===== src/rtl/sipo_mc.sv =====
// -----------------------------------------------------------------------------
// sipo_mc : multi-channel serial-in / parallel-out capture block.
//
// CHANNELS serial lanes share one sample strobe (sin_valid). Each lane
// deserialises WIDTH-bit words, LSB- or MSB-first, into its own DEPTH-entry
// FIFO. Software drains the FIFOs through an AXI4-Lite slave. A word that
// arrives at a full FIFO is dropped (the bit counter still wraps, so the
// stream stays word aligned) and a sticky per-lane overflow flag is raised.
//
// Register map (offset from BASE_ADDR, 256-byte window):
//   0x00        CTRL     RW  [0] en, [1] msb_first, [2] clear (action, reads 0)
//   0x04        STATUS   RO  [c] nonempty, [8+c] full, [16+c] overflow
//   0x08        OVF_CLR  W1C [c] clears overflow[c]
//   0x10 + 8c   DATA_c   RO  pops lane c (SLVERR and 0 when empty)
//   0x14 + 8c   LEVEL_c  RO  fill count
//
// Ports:
//   clk, rst              sole clock; asynchronous active-high reset
//   sin[CHANNELS-1:0]     serial data, one bit per lane
//   sin_valid             sample strobe common to all lanes
//   s_axi4lite_*          AXI4-Lite slave (AW, W, B, AR, R channels)
// -----------------------------------------------------------------------------
module sipo_mc #(
  parameter int AXI4_ADDR_BITS = 32,
  parameter int AXI4_DATA_BITS = 32,
  parameter int AXI4_STRB_BITS = AXI4_DATA_BITS / 8,
  parameter int AXI4_PROT_BITS = 3,
  parameter int AXI4_RESP_BITS = 2,
  parameter int CHANNELS       = 4,
  parameter int WIDTH          = 32,
  parameter int DEPTH          = 16,
  parameter logic [AXI4_ADDR_BITS-1:0] BASE_ADDR = 'h0000_1000
) (
  input  logic                      clk,
  input  logic                      rst,
  input  logic [CHANNELS-1:0]       sin,
  input  logic                      sin_valid,
  output logic                      s_axi4lite_aw_ready,
  input  logic                      s_axi4lite_aw_valid,
  input  logic [AXI4_ADDR_BITS-1:0] s_axi4lite_aw_addr,
  input  logic [AXI4_PROT_BITS-1:0] s_axi4lite_aw_prot,
  output logic                      s_axi4lite_w_ready,
  input  logic                      s_axi4lite_w_valid,
  input  logic [AXI4_DATA_BITS-1:0] s_axi4lite_w_data,
  input  logic [AXI4_STRB_BITS-1:0] s_axi4lite_w_strb,
  input  logic                      s_axi4lite_b_ready,
  output logic                      s_axi4lite_b_valid,
  output logic [AXI4_RESP_BITS-1:0] s_axi4lite_b_resp,
  output logic                      s_axi4lite_ar_ready,
  input  logic                      s_axi4lite_ar_valid,
  input  logic [AXI4_ADDR_BITS-1:0] s_axi4lite_ar_addr,
  input  logic [AXI4_PROT_BITS-1:0] s_axi4lite_ar_prot,
  input  logic                      s_axi4lite_r_ready,
  output logic                      s_axi4lite_r_valid,
  output logic [AXI4_DATA_BITS-1:0] s_axi4lite_r_data,
  output logic [AXI4_RESP_BITS-1:0] s_axi4lite_r_resp
);

  localparam int CW = $clog2(WIDTH);
  localparam int PW = $clog2(DEPTH);
  localparam int LW = PW + 1;

  localparam logic [AXI4_RESP_BITS-1:0] RESP_OKAY   = '0;
  localparam logic [AXI4_RESP_BITS-1:0] RESP_SLVERR = AXI4_RESP_BITS'(2);

  typedef enum logic [2:0] {
    REG_NONE,
    REG_CTRL,
    REG_STATUS,
    REG_OVF_CLR,
    REG_DATA,
    REG_LEVEL
  } reg_kind_e;

  typedef struct packed {
    reg_kind_e  kind;
    logic [2:0] lane;
  } reg_sel_t;

  // Map a bus address onto a register kind and lane. Anything outside the
  // window, misaligned, or naming a lane that does not exist is REG_NONE.
  function automatic reg_sel_t decode(input logic [AXI4_ADDR_BITS-1:0] addr);
    reg_sel_t   sel;
    logic [7:0] off;
    logic [4:0] idx;
    sel.kind = REG_NONE;
    sel.lane = '0;
    off      = addr[7:0];
    idx      = off[7:3] - 5'd2;
    if (addr[AXI4_ADDR_BITS-1:8] == BASE_ADDR[AXI4_ADDR_BITS-1:8]) begin
      if (off == 8'h00) begin
        sel.kind = REG_CTRL;
      end else if (off == 8'h04) begin
        sel.kind = REG_STATUS;
      end else if (off == 8'h08) begin
        sel.kind = REG_OVF_CLR;
      end else if (off >= 8'h10 && off[1:0] == 2'b00 && idx < 5'(CHANNELS)) begin
        sel.kind = off[2] ? REG_LEVEL : REG_DATA;
        sel.lane = idx[2:0];
      end
    end
    return sel;
  endfunction

  // ---------------------------------------------------------------------------
  // State
  // ---------------------------------------------------------------------------
  logic                      aw_held_q, w_held_q, ar_held_q;
  logic [AXI4_ADDR_BITS-1:0] aw_addr_q, ar_addr_q;
  logic [AXI4_DATA_BITS-1:0] w_data_q;
  logic                      b_valid_q, r_valid_q;
  logic [AXI4_RESP_BITS-1:0] b_resp_q, r_resp_q;
  logic [AXI4_DATA_BITS-1:0] r_data_q;

  logic                      en_q, en_d;
  logic                      msb_first_q, msb_first_d;
  logic [CW-1:0]             bit_cnt_q, bit_cnt_d;
  logic [WIDTH-1:0]          shift_q [CHANNELS];
  logic [WIDTH-1:0]          shift_d [CHANNELS];
  logic [WIDTH-1:0]          shifted [CHANNELS];

  logic [WIDTH-1:0]          mem_q    [CHANNELS][DEPTH];
  logic [PW-1:0]             wr_ptr_q [CHANNELS];
  logic [PW-1:0]             wr_ptr_d [CHANNELS];
  logic [PW-1:0]             rd_ptr_q [CHANNELS];
  logic [PW-1:0]             rd_ptr_d [CHANNELS];
  logic [LW-1:0]             level_q  [CHANNELS];
  logic [LW-1:0]             level_d  [CHANNELS];
  logic [CHANNELS-1:0]       ovf_q, ovf_d;

  // ---------------------------------------------------------------------------
  // AXI handshake and commit decode
  // ---------------------------------------------------------------------------
  reg_sel_t            wr_sel, rd_sel;
  logic                wr_commit, rd_fire;
  logic                ctrl_wr, clear, msb_change;
  logic [CHANNELS-1:0] ovf_clr_mask;

  assign s_axi4lite_aw_ready = !aw_held_q && !b_valid_q;
  assign s_axi4lite_w_ready  = !w_held_q  && !b_valid_q;
  assign s_axi4lite_ar_ready = !ar_held_q && !r_valid_q;
  assign s_axi4lite_b_valid  = b_valid_q;
  assign s_axi4lite_b_resp   = b_resp_q;
  assign s_axi4lite_r_valid  = r_valid_q;
  assign s_axi4lite_r_data   = r_data_q;
  assign s_axi4lite_r_resp   = r_resp_q;

  assign wr_sel       = decode(aw_addr_q);
  assign rd_sel       = decode(ar_addr_q);
  assign wr_commit    = aw_held_q && w_held_q && !b_valid_q;
  assign rd_fire      = ar_held_q && !r_valid_q;
  assign ctrl_wr      = wr_commit && (wr_sel.kind == REG_CTRL);
  assign clear        = ctrl_wr && w_data_q[2];
  assign msb_change   = ctrl_wr && (w_data_q[1] != msb_first_q);
  assign ovf_clr_mask = (wr_commit && wr_sel.kind == REG_OVF_CLR) ?
                        w_data_q[CHANNELS-1:0] : '0;

  // Protection, byte strobes and the upper write-data bits carry no meaning here.
  logic unused_inputs;
  assign unused_inputs = ^{s_axi4lite_aw_prot, s_axi4lite_ar_prot,
                           s_axi4lite_w_strb, w_data_q};

  // ---------------------------------------------------------------------------
  // Deserialiser
  // ---------------------------------------------------------------------------
  logic strobe, wrap;

  assign strobe = en_q && sin_valid;
  assign wrap   = strobe && (bit_cnt_q == CW'(WIDTH - 1));

  // NOTE: every variable driven here gets a default first so no path leaves it
  // unassigned, which would otherwise infer a latch.
  always_comb begin
    bit_cnt_d = bit_cnt_q;
    for (int c = 0; c < CHANNELS; c++) begin
      // LSB-first enters at the top and walks down, so the first bit ends in
      // bit 0; MSB-first enters at the bottom and ends in bit WIDTH-1.
      shifted[c] = msb_first_q ? {shift_q[c][WIDTH-2:0], sin[c]}
                               : {sin[c], shift_q[c][WIDTH-1:1]};
      shift_d[c] = shift_q[c];
    end
    if (clear || msb_change) begin
      bit_cnt_d = '0;
      for (int c = 0; c < CHANNELS; c++) shift_d[c] = '0;
    end else if (strobe) begin
      bit_cnt_d = wrap ? '0 : bit_cnt_q + CW'(1);
      for (int c = 0; c < CHANNELS; c++) shift_d[c] = wrap ? '0 : shifted[c];
    end
  end

  // ---------------------------------------------------------------------------
  // FIFO control
  // ---------------------------------------------------------------------------
  logic [CHANNELS-1:0] nonempty, full, pop, push_ok, ovf_set;

  always_comb begin
    for (int c = 0; c < CHANNELS; c++) begin
      nonempty[c] = (level_q[c] != '0);
      full[c]     = (level_q[c] == LW'(DEPTH));
      pop[c]      = rd_fire && (rd_sel.kind == REG_DATA) &&
                    (int'(rd_sel.lane) == c) && nonempty[c];
      // A pop on the same edge frees the slot the push needs.
      push_ok[c]  = wrap && (!full[c] || pop[c]);
      ovf_set[c]  = wrap && full[c] && !pop[c];

      wr_ptr_d[c] = wr_ptr_q[c] + PW'(push_ok[c]);
      rd_ptr_d[c] = rd_ptr_q[c] + PW'(pop[c]);
      level_d[c]  = level_q[c] + LW'(push_ok[c]) - LW'(pop[c]);
      if (clear) begin
        wr_ptr_d[c] = '0;
        rd_ptr_d[c] = '0;
        level_d[c]  = '0;
      end
    end
    ovf_d = clear ? '0 : ((ovf_q & ~ovf_clr_mask) | ovf_set);
  end

  // ---------------------------------------------------------------------------
  // Control register and read-data mux
  // ---------------------------------------------------------------------------
  logic [AXI4_DATA_BITS-1:0] rd_data;
  logic [AXI4_RESP_BITS-1:0] rd_resp;

  always_comb begin
    en_d        = en_q;
    msb_first_d = msb_first_q;
    if (ctrl_wr) begin
      en_d        = w_data_q[0];
      msb_first_d = w_data_q[1];
    end
  end

  always_comb begin
    rd_data = '0;
    rd_resp = RESP_OKAY;
    unique case (rd_sel.kind)
      REG_CTRL:    rd_data[1:0] = {msb_first_q, en_q};
      REG_STATUS: begin
        for (int c = 0; c < CHANNELS; c++) begin
          rd_data[c]      = nonempty[c];
          rd_data[8 + c]  = full[c];
          rd_data[16 + c] = ovf_q[c];
        end
      end
      REG_OVF_CLR: rd_data = '0;
      REG_DATA: begin
        rd_resp = RESP_SLVERR;
        for (int c = 0; c < CHANNELS; c++) begin
          if (int'(rd_sel.lane) == c && nonempty[c]) begin
            rd_data[WIDTH-1:0] = mem_q[c][rd_ptr_q[c]];
            rd_resp            = RESP_OKAY;
          end
        end
      end
      REG_LEVEL: begin
        for (int c = 0; c < CHANNELS; c++) begin
          if (int'(rd_sel.lane) == c) rd_data[LW-1:0] = level_q[c];
        end
      end
      default:     rd_resp = RESP_SLVERR;
    endcase
  end

  // ---------------------------------------------------------------------------
  // Sequential state
  // ---------------------------------------------------------------------------
  // NOTE: state registers use non-blocking assignments so every flop samples
  // the pre-edge values, whatever order the blocks are evaluated in.
  always_ff @(posedge clk or posedge rst) begin
    if (rst) begin
      en_q        <= 1'b1;
      msb_first_q <= 1'b0;
      bit_cnt_q   <= '0;
      ovf_q       <= '0;
      for (int c = 0; c < CHANNELS; c++) begin
        shift_q[c]  <= '0;
        wr_ptr_q[c] <= '0;
        rd_ptr_q[c] <= '0;
        level_q[c]  <= '0;
      end
    end else begin
      en_q        <= en_d;
      msb_first_q <= msb_first_d;
      bit_cnt_q   <= bit_cnt_d;
      ovf_q       <= ovf_d;
      for (int c = 0; c < CHANNELS; c++) begin
        shift_q[c]  <= shift_d[c];
        wr_ptr_q[c] <= wr_ptr_d[c];
        rd_ptr_q[c] <= rd_ptr_d[c];
        level_q[c]  <= level_d[c];
      end
    end
  end

  // NOTE: FIFO storage is deliberately not reset; the level and pointers alone
  // decide which entries are valid, and leaving the array unreset lets it map
  // onto plain RAM.
  always_ff @(posedge clk) begin
    for (int c = 0; c < CHANNELS; c++) begin
      if (push_ok[c]) mem_q[c][wr_ptr_q[c]] <= shifted[c];
    end
  end

  // Write channel: AW and W are captured independently and committed together.
  always_ff @(posedge clk or posedge rst) begin
    if (rst) begin
      aw_held_q <= 1'b0;
      w_held_q  <= 1'b0;
      aw_addr_q <= '0;
      w_data_q  <= '0;
      b_valid_q <= 1'b0;
      b_resp_q  <= '0;
    end else begin
      if (s_axi4lite_aw_valid && s_axi4lite_aw_ready) begin
        aw_held_q <= 1'b1;
        aw_addr_q <= s_axi4lite_aw_addr;
      end else if (wr_commit) begin
        aw_held_q <= 1'b0;
      end
      if (s_axi4lite_w_valid && s_axi4lite_w_ready) begin
        w_held_q <= 1'b1;
        w_data_q <= s_axi4lite_w_data;
      end else if (wr_commit) begin
        w_held_q <= 1'b0;
      end
      if (wr_commit) begin
        b_valid_q <= 1'b1;
        b_resp_q  <= (wr_sel.kind == REG_NONE) ? RESP_SLVERR : RESP_OKAY;
      end else if (s_axi4lite_b_ready) begin
        b_valid_q <= 1'b0;
      end
    end
  end

  // Read channel: data is registered on the edge after the AR handshake and
  // held until the master accepts it; a DATA pop happens on that same edge.
  always_ff @(posedge clk or posedge rst) begin
    if (rst) begin
      ar_held_q <= 1'b0;
      ar_addr_q <= '0;
      r_valid_q <= 1'b0;
      r_data_q  <= '0;
      r_resp_q  <= '0;
    end else begin
      if (s_axi4lite_ar_valid && s_axi4lite_ar_ready) begin
        ar_held_q <= 1'b1;
        ar_addr_q <= s_axi4lite_ar_addr;
      end else if (rd_fire) begin
        ar_held_q <= 1'b0;
      end
      if (rd_fire) begin
        r_valid_q <= 1'b1;
        r_data_q  <= rd_data;
        r_resp_q  <= rd_resp;
      end else if (s_axi4lite_r_ready) begin
        r_valid_q <= 1'b0;
      end
    end
  end

endmodule

===== config.mk =====
export PLATFORM = sky130hd
export DESIGN_NAME = sipo_mc
export DESIGN_NICKNAME = d
export VERILOG_FILES = /design/src/rtl/sipo_mc.sv
export SDC_FILE = /design/constraint.sdc
export NUM_CORES = 2
export LEC_CHECK = 0
export CORE_MARGIN = 5
export CORE_UTILIZATION = 45
export CTS_CLUSTER_SIZE = 12
export DETAILED_ROUTE_END_ITERATION = 10
export DONT_BUFFER_PORTS = 1
export GPL_TIMING_DRIVEN = 0
export HOLD_SLACK_MARGIN = 0.15
export PLACE_DENSITY = 0.73
export SLEW_MARGIN = 20
export SYNTH_ARGS = -nofsm -noshare
export SYNTH_HDL_FRONTEND = slang
export SYNTH_SLANG_ARGS = --single-unit
export TNS_END_PERCENT = 30

===== constraint.sdc =====
create_clock -name clk -period 10.12 [get_ports clk]
set_input_delay 2.53 -clock clk [delete_from_list [all_inputs] [get_ports clk]]
set_output_delay 2.53 -clock clk [all_outputs]
set_load 0.01 [all_outputs]

==> results.ini <==
[status]
status=completed

[placement]
gp_congestion=0.969
place_area_um2=99300
place_hpwl_um=170000
dp_cells=7413
post-place-ws_ns=4.44
numPortBuffers=0

[timing]
slew_headroom_pct=20.4
clock_skew_ns=0.0307
hold_violations=0
tightest_slew_ns=1.19
holdWs_ns=0.505
fin_crit_ns=5.86
setup_viol=0
setup_ws_ns=4.26
rsz0062_at_grt=no
period_share_pct=57.9
slew_viol_final=0
setup_tns_ns=0
max_freq_mhz=171

[grt]
grt.total_usage_pct=22.7
antenna_found_initial=23
grt_max_degree=36
grt_overflow=0
grt_pass1_vias=49100
met1_usage_pct=29.1
grt_use_met3_pct=5.16
busiest_layer=met2
grt_pass1_wl_um=353000
use_met2_pct=35.9

[clock_tree]
cts_tree=built
clk_latency_ns=0.87
cts_setup_buffers=0
cts-buffers-inserted=229
cts_resized=0
htree_levels=4
clk_pin_slew_ns=0.07
postCtsHoldBufs=0
cts-root-buf=clkbuf_16
cts.sinks=2346
clockBufferDepth=3

[floorplan]
dieArea_um2=215000
initial_core_util_pct=45.2
core_um2=205000
die_w_um=463
io_pins=159
die_h_um=463
num_rows=166

[logic_synthesis]
yosysMostFrequentCell=edfxtp_1
ys_warn_count=0
synth-seq-cells=2346
yosys.area.top_type=edfxtp_1
syn_inst=4511
ys_seq_area_share_pct=74.5
yosys.cell_types.count=71
synth-main-ff-cell=edfxtp_1
syn-cell-area_um2=92500
synth_area_leaders=edfxtp_1 (66%), mux4_2 (14%), dfrtp_1 (8.0%), mux2_2 (2.3%), a22oi_1 (1.2%)
synth.avg_cell_area_um2=20.5
synth.top_cell.area_share_pct=66.5
ys_top_cells_by_count=edfxtp_1 (2048), mux4_2 (572), dfrtp_1 (297)
synth_edf_count=2048
synthArstFlopShare_pct=12.7

[worst_setup_path]
cp.arrival_ns=6.59
crit_start=ar_addr_q[4]
cp-start-kind=flop
cp_max_fo=11
cp.required_ns=10.84
r2r_slack_ns=4.26
crit_type=reg -> reg
r2r-start=ar_addr_q[4]
endpoint_kind=flop

[layout]
instances_no_fill=7850
final_nets=5125
drive_gt1_share_pct=27.9
utilization_pct=51.9
stdcell_area_um2=106000
area_growth_pct=14.9
fillers=15300

[power]
power_density_nw_per_um2=182
power.leakage_nw=39.0
ir_drop_mv=0.169
p_total_mw=19.3

[detailed_routing]
drt_iter0_drc=6464
wl_um=246000
ant_nets=0
drc_errors=0
vias_per_cell=6.16
drt_pre_antenna_iters=6
vias=48400
routedWlPerCell_um=31.4

[flow_run]
cap_violations=0

[worst_hold_path]
hp-class=reg -> reg
holdCritStartpoint=ar_addr_q[12]

kinds of logic after synthesis:
kind of cell               count (synthesis)  share of synthesized area (%)
DFF                                     2346                           74.5
muxes                                    857                           17.3
and+or+nand+nor                          513                           2.66
AOI/OAI and AO/OA                        404                           3.10
buffers and inverters                    306                           1.39
adders and majority gates                 50                          0.709
xor gates and xnor gates                  34                          0.322
other                                      1                        0.00405
area by class of cell:
class	instances	area, um2	area share [%]
Inverter	44	169	0.159
Timing Repair Buffer	214	2940	2.77
Buffer	262	1140	1.07
Antenna cell	18	45.0	0.0424
Tap cell	2688	3360	3.17
Clock inverter	43	378	0.356
Sequential cell	2346	69000	64.9
Multi-Input combinational cell	1860	22700	21.4
Clock buffer	375	6530	6.15
routing by layer:
layer / part of all wire [%] / vias up
li1: - / 19500
met3: 9.2 / 638
met1: 37 / 25500
met5: 0.019 / -
met2: 48 / 2724
met4: 6.6 / 8
worst max-delay path, stage by stage (launching register included):
cell and delay (ns):
dfrtp_1 0.39, buf_2 0.20, inv_1 0.11, clkbuf_1 0.56
ha_1 0.45, or3b_1 0.46, or3_1 0.39, nor4b_4 0.92
clkbuf_1 0.70, ha_1 0.35, inv_1 0.06, ha_1 0.16
inv_1 0.06, fa_1 0.40, inv_1 0.07, a21oi_1 0.06
nor2_1 0.09, nor2_1 0.06, xnor2_1 0.14, nor2_1 0.05
report_power, final:
part	total, mW	internal (mW)	switching, mW
clock	7.96	4.40	3.56
sequential	10.7	10.6	0.183
combinational	0.604	0.251	0.352
total	19.3	15.2	4.10
registers in the layout, indices dropped and copies added (netlist names):
name	cells
s_axi4lite_b_valid	1
mem_q	2048
ar_addr_q	32
rd_ptr_q	16
s_axi4lite_r_resp	1
aw_held_q	1
en_q	1
bit_cnt_q	5
ar_held_q	1
w_held_q	1
s_axi4lite_r_valid	1
msb_first_q	1
w_data_q	4
ovf_q	4
wr_ptr_q	16
shift_q	128
level_q	20
aw_addr_q	32
s_axi4lite_b_resp	1
s_axi4lite_r_data	32
path summary, 6_finish.rpt:
kind,cells after the start,end
min in group asynchronous,1,shift_q[79]
worst max-delay path,19,level_q[4]
worst min register to register,1,ar_addr_q[12]
max in group asynchronous,5,aw_held_q
worst max register to register,19,level_q[4]
worst min-delay path,1,ar_addr_q[12]
cells in the final DEF, fill, tap and decap left out, drive strengths merged, types with 11 or more instances in the layout:
master	netlist	final
a211oi	26	26
a21oi	43	43
a221oi	19	19
a22oi	146	146
and3	23	23
buf	90	301
clkbuf	172	550
clkinv	1	32
dfrtp	297	297
diode	0	18
edfxtp	2048	2048
ha	46	46
inv	43	53
mux2	192	192
mux2i	93	93
mux4	572	572
nand2	69	69
nand2b	11	11
nand3	26	26
nor2	261	261
nor2b	33	33
nor3	25	25
nor4	19	19
o21ai	59	59
o221ai	51	51
o22ai	23	23
xnor2	18	18
xor2	16	16
Note: power is estimated with default switching activity, not from simulation.
